### config.mk
export PLATFORM = sky130hd
export DESIGN_NAME = bit_count_accumulator
export DESIGN_NICKNAME = d
export VERILOG_FILES = /design/src/rtl/bit_count_pkg.sv /design/src/rtl/bit_count_accumulator_popcount.sv /design/src/rtl/bit_count_accumulator.sv
export SDC_FILE = /design/constraint.sdc
export NUM_CORES = 1
export LEC_CHECK = 0
export CORE_UTILIZATION = 59
export CTS_CLUSTER_SIZE = 20
export DETAILED_ROUTE_END_ITERATION = 6
export GPL_ROUTABILITY_DRIVEN = 1
export PLACE_DENSITY = 0.82
export SYNTH_ARGS = -nofsm -noshare
export SYNTH_HDL_FRONTEND = slang
export SYNTH_SLANG_ARGS = --single-unit
### constraint.sdc
create_clock -name clk -period 13.8 [get_ports clk]
set_input_delay 2.76 -clock clk [delete_from_list [all_inputs] [get_ports clk]]
set_output_delay 2.76 -clock clk [all_outputs]
set_load 0.02 [all_outputs]
### src/rtl/bit_count_pkg.sv
// Shared types and elaboration-time helpers for the streaming bit counter.
package bit_count_pkg;

    typedef enum logic [1:0] {
        IDLE  = 2'd0,
        COUNT = 2'd1,
        DONE  = 2'd2
    } bc_state_t;

    // Ceiling log2 for sizing counters at elaboration; clog2(1) is 0.
    function automatic int clog2(input int value);
        int r;
        r = 0;
        for (int i = 0; i < 31; i++) begin
            if ((1 << i) < value) begin
                r = i + 1;
            end
        end
        return r;
    endfunction

endpackage

### src/rtl/bit_count_accumulator_popcount.sv
// Purpose: population count of one CHUNK-bit slice.
// Latency: combinational.
// Backpressure: none, pure function of its input.
module popcount_chunk
    import bit_count_pkg::*;
#(
    parameter int CHUNK = 8,
    localparam int CNT_W = clog2(CHUNK + 1)
) (
    input  logic [CHUNK-1:0] in,
    output logic [CNT_W-1:0] count
);

    always_comb begin
        count = '0;
        for (int i = 0; i < CHUNK; i++) begin
            count = count + CNT_W'(in[i]);
        end
    end

endmodule

### src/rtl/bit_count_accumulator.sv
// Purpose: per-frame set/clear bit total, CHUNK bits counted per cycle.
// Latency: last word accepted at t -> total valid in cycle t+WIDTH/CHUNK+1.
// Backpressure: in_ready low while counting or holding a total; total held until out_ready.
module bit_count_accumulator
    import bit_count_pkg::*;
#(
    parameter int WIDTH     = 32,
    parameter int CHUNK     = 8,
    parameter int ACC_WIDTH = 16
) (
    input  logic                 clk,
    input  logic                 reset,
    input  logic                 in_valid,
    output logic                 in_ready,
    input  logic [WIDTH-1:0]     in_data,
    input  logic                 in_last,
    input  logic                 in_mode,
    output logic                 out_valid,
    input  logic                 out_ready,
    output logic [ACC_WIDTH-1:0] out_count,
    output logic                 out_ovf
);

    // WIDTH must be an integer multiple of CHUNK.
    localparam int NCHUNK = WIDTH / CHUNK;
    localparam int IDX_W  = (NCHUNK > 1) ? clog2(NCHUNK) : 1;
    localparam int CNT_W  = clog2(CHUNK + 1);
    localparam int SUM_W  = ACC_WIDTH + 1;
    localparam logic [IDX_W-1:0] IDX_LAST = IDX_W'(NCHUNK - 1);

    bc_state_t              state;
    logic [WIDTH-1:0]       word;
    logic                   word_last;
    logic [IDX_W-1:0]       idx;
    logic [ACC_WIDTH-1:0]   acc;
    logic                   ovf;

    logic [CHUNK-1:0]       chunk;
    logic [CNT_W-1:0]       chunk_cnt;
    logic [SUM_W-1:0]       sum;
    logic [ACC_WIDTH-1:0]   acc_nxt;
    logic                   ovf_nxt;

    always_comb begin
        chunk = CHUNK'(word >> (CHUNK * idx));
    end

    popcount_chunk #(
        .CHUNK (CHUNK)
    ) u_popcount (
        .in    (chunk),
        .count (chunk_cnt)
    );

    // One extra sum bit makes overflow visible as the carry-out.
    always_comb begin
        sum     = SUM_W'(acc) + SUM_W'(chunk_cnt);
        acc_nxt = sum[ACC_WIDTH-1:0];
        ovf_nxt = ovf;
        if (sum[ACC_WIDTH]) begin
            acc_nxt = '1;
            ovf_nxt = 1'b1;
        end
    end

    always_ff @(posedge clk) begin
        if (reset) begin
            state     <= IDLE;
            word      <= '0;
            word_last <= 1'b0;
            idx       <= '0;
            acc       <= '0;
            ovf       <= 1'b0;
            in_ready  <= 1'b1;
            out_valid <= 1'b0;
            out_count <= '0;
            out_ovf   <= 1'b0;
        end else begin
            case (state)
                IDLE: begin
                    if (in_valid && in_ready) begin
                        word      <= in_mode ? ~in_data : in_data;
                        word_last <= in_last;
                        idx       <= '0;
                        in_ready  <= 1'b0;
                        state     <= COUNT;
                    end
                end
                COUNT: begin
                    acc <= acc_nxt;
                    ovf <= ovf_nxt;
                    idx <= idx + 1'b1;
                    if (idx == IDX_LAST) begin
                        idx <= '0;
                        if (word_last) begin
                            // Outputs load from the final sum so they are valid on entry to DONE.
                            out_valid <= 1'b1;
                            out_count <= acc_nxt;
                            out_ovf   <= ovf_nxt;
                            state     <= DONE;
                        end else begin
                            in_ready <= 1'b1;
                            state    <= IDLE;
                        end
                    end
                end
                DONE: begin
                    if (out_ready) begin
                        acc       <= '0;
                        ovf       <= 1'b0;
                        out_valid <= 1'b0;
                        out_count <= '0;
                        out_ovf   <= 1'b0;
                        in_ready  <= 1'b1;
                        state     <= IDLE;
                    end
                end
                default: begin
                    acc       <= '0;
                    ovf       <= 1'b0;
                    out_valid <= 1'b0;
                    in_ready  <= 1'b1;
                    state     <= IDLE;
                end
            endcase
        end
    end

endmodule

==> qor.txt <==
clock sinks: 73
H-Tree Depth: 3
status: complete, no violations
# nets final: 513
endpoints failing hold: 0
cell taking the most area after synthesis: dfxtp_1
Clock Tree Buf Depth: 2
routed via count: 3088
Worst-Skew Late Latency: 0.34 ns
r2r setup slk: 7.84 ns
ys flop type: dfxtp_1
Cell Pwr Density: 118.9 mW/mm2
Worst Hold Class: reg2reg
FF+latch area: 0.001461 mm2
vias per cell: 5.676
Layout area overhead: 17.85%
grt total ovfl: 0
measured slew at the worst slew-check pin: 1.062 ns
Compound-Gate Fraction of Synth Area: 23.46%
adder-cell share of the synthesized area: 5.100%
Max-cap violations: 0
Chip Width: 83.57 um
Post-Synth XOR/XNOR Area: 7.587%
Post-Route WL: 7898 um
CP startpoint kind: flip-flop
crit path DAT: 6.24 ns
layout cells sized above 1: 12.42%
number of global-route vias before repair: 3033
Core ar.: 0.006386 mm2
top cell type's share of synthesized area: 37.23%
slowest stage cell on the critical path: a21oi_1
design area: 0.004626 mm2
syn nets: 472
most frequent CP cell: fa_1
# placed instances: 528
largest net degree at the start of global routing: 66
cts repair resizes: 0
max-slew violations: 0
Yosys cell types: 53
DR pass1 iterations: 4
Placer Congestion: 0.8402
sequential share of the synthesized area: 37.23%
Worst VDD drop: 98.11 uV
DP Area: 0.004418 mm2
Final Setup Violations: 0
LEAKAGE: 0.001687 uW
Gate Count Post-Synth: 421
Synth Warn #: 0
worst setup path class: reg2reg
Boundary Pins: 57
WP data required: 14.08 ns
endpoint class of the critical path: flip-flop
Final WS setup: 7.837 ns
Multi-input gate area: 0.002238 mm2
PortBufs: 56
drt first-iter violations: 132
Filler Cell Count: 479
Final Skew: 0.009951 ns
RSZ-0062 raised after global routing: no
root buffer cell: clkbuf_8
CP max stage delay: 0.80 ns
drt drc: 0
worst path cell trace: mux4_2 > ha_1 > fa_1 > inv_1 > fa_1 > fa_1 > fa_1 > fa_1 > nand2b_1 > a21oi_1 > and3_1 > o21ai_1 > a21oi_1
worst path bufs/invs: 1
crit share post-route: 43.21%
multiplexer share of the synthesized area: 5.100%
synthesized area: 0.003925 mm2
CTS Hold Bufs: 0
Num CTS Buffers: 9
antenna cell count: 0
setup TNS: 0 ns
slew margin rel.: 29.09%
syn_area_per_cell: 9.323 um2
worst-path fanout max: 16
first-pass GRT wire length: 13740 um
largest family of logic cells by synthesized area: compound AO/OA/AOI/OAI gates
initial antenna violation count: 0
Max Freq: 167.7 MHz
CP top delay family: adder cells
post-place setup slack: 7.843 ns
#FFs+latches synth: 73
Die ar.: 0.006983 mm2
final antenna-violating net count: 0
die height: 83.57 um
Clk pin slew, worst setup/hold paths: 0.07 ns
initial core utilization: 61.46%
synth top area cells: dfxtp_1 37%, xnor2_1 7.6%, a211oi_2 6.7%, mux4_2 4.6%, nor2_1 4.4%
DPL Wire Length: 5769 um
WL/cell: 14.52 um
Setup Buffers After CTS: 0
Final min period: 5.963 ns
Async SR Flop Fraction: 0%
CTS tree: yes
GRT Util Overall: 24.28%
fraction of the mapped netlist area in simple logic gates: 15.78%
Cell Rows: 29
Post-synth EDFFs: 0
non-filler cells, final: 544
Pwr Total: 549.8 uW
synthesized netlist by cell type, types with 4 or more instances:
cell,instances
mux4_2,8
inv_1,15
a21oi_1,24
a22o_1,8
a31oi_1,6
nor2_1,46
nor2b_1,6
nand3_1,9
a211oi_1,16
xnor2_1,34
o21ai_0,21
dfxtp_1,73
a211oi_2,21
clkbuf_1,7
o21ai_1,7
fa_1,5
a21o_1,4
nand2_1,27
buf_2,12
buf_6,5
nand2b_1,7
ha_1,8
and3_1,10
area by class of cell:
cell class,count,share of cell area (%)
multi-input combinational,305,48.39
clock inverter,2,0.7574
inverter,15,1.217
tap,77,2.083
sequential,73,31.59
clock buffer,14,3.733
timing repair buffer,58,12.23
metal layers:
metal | wire, um | vias up | global-route usage, % | share of wire [%]
met2 | 3819 | 97 | 38.88 | 48
met4 | 116 | 0 | 9.707 | 1.5
met1 | 3500 | 1399 | 32.19 | 44
met3 | 462 | 13 | 4.946 | 5.8
li1 | - | 1579 | - | -
met5 | 0 | - | 0 | 0
cells in the final DEF (no fill, tap or decap), types with 2 or more instances in the layout:
| cell type | count |
|---|---|
| buf_4 | 2 |
| nor2_1 | 46 |
| o21a_1 | 2 |
| or2_2 | 3 |
| clkbuf_1 | 2 |
| ha_1 | 8 |
| nor2b_1 | 6 |
| a21o_1 | 4 |
| xnor2_1 | 34 |
| nand2_1 | 27 |
| a41oi_1 | 2 |
| a22o_1 | 8 |
| o21ai_0 | 21 |
| a211oi_2 | 21 |
| o21ai_1 | 7 |
| buf_2 | 2 |
| mux4_2 | 8 |
| nor3b_1 | 2 |
| a31oi_1 | 6 |
| and3_1 | 10 |
| inv_1 | 15 |
| nor3_1 | 3 |
| fa_1 | 5 |
| a211oi_1 | 16 |
| nand3_1 | 9 |
| mux2i_1 | 2 |
| a21oi_1 | 24 |
| clkbuf_8 | 12 |
| o31ai_1 | 3 |
| dfxtp_1 | 73 |
| nand2b_1 | 7 |
| clkdlybuf4s50_1 | 54 |
worst paths after layout:
| check | start | end | cells past startpoint |
|---|---|---|---|
| worst max register to register | idx[0]$_SDFFE_PP0P_ | out_count[2]$_SDFFE_PP0P_ | 13 |
| worst min-delay path | out_count[12]$_SDFFE_PP0P_ | out_count[12]$_SDFFE_PP0P_ | 2 |
| worst max-delay path | idx[0]$_SDFFE_PP0P_ | out_count[2]$_SDFFE_PP0P_ | 13 |
| worst min register to register | out_count[12]$_SDFFE_PP0P_ | out_count[12]$_SDFFE_PP0P_ | 2 |
worst register-to-register path: stages, from the launching register on:
cell      delay (ns)
dfxtp_1         0.71
mux4_2          0.59
ha_1            0.33
fa_1            0.53
inv_1           0.05
fa_1            0.51
fa_1            0.48
fa_1            0.50
fa_1            0.44
nand2b_1        0.16
a21oi_1         0.80
and3_1          0.54
o21ai_1         0.13
a21oi_1         0.14
registers in the layout, summed over array words and instances, names as in the netlist:
register,flops
acc,16
idx,2
in_ready,1
out_count,16
out_ovf,1
out_valid,1
ovf,1
state,2
word,32
word_last,1
logic make-up after synthesis:
| family | Yosys count |
|---|---|
| multiplexers | 10 |
| flip-flops | 73 |
| XOR/XNOR | 34 |
| buffers and inverters | 43 |
| AND/OR/NAND/NOR | 124 |
| adder cells (fa/ha/maj) | 13 |
| AO/OA/AOI/OAI | 124 |
power by group:
group | leakage [uW] | switching [uW] | internal [uW]
registers | 0.000596 | 12.9 | 227
clock network | 0.000107 | 73.8 | 98.3
logic | 0.000985 | 74.2 | 64.0
total | 0.00169 | 161 | 389
stage by stage:
| step | hold WS [ns] | utilization (%) |
|---|---|---|
| floorplan | 0.4268 | - |
| global placement | 0.4350 | 69.18 |
| detailed placement | 0.4415 | 69.18 |
| CTS | 0.4585 | 72.43 |
| global route | 0.4888 | 72.43 |
| finish | 0.4527 | 72.43 |
No activity file was read; power rests on OpenSTA's default activity.
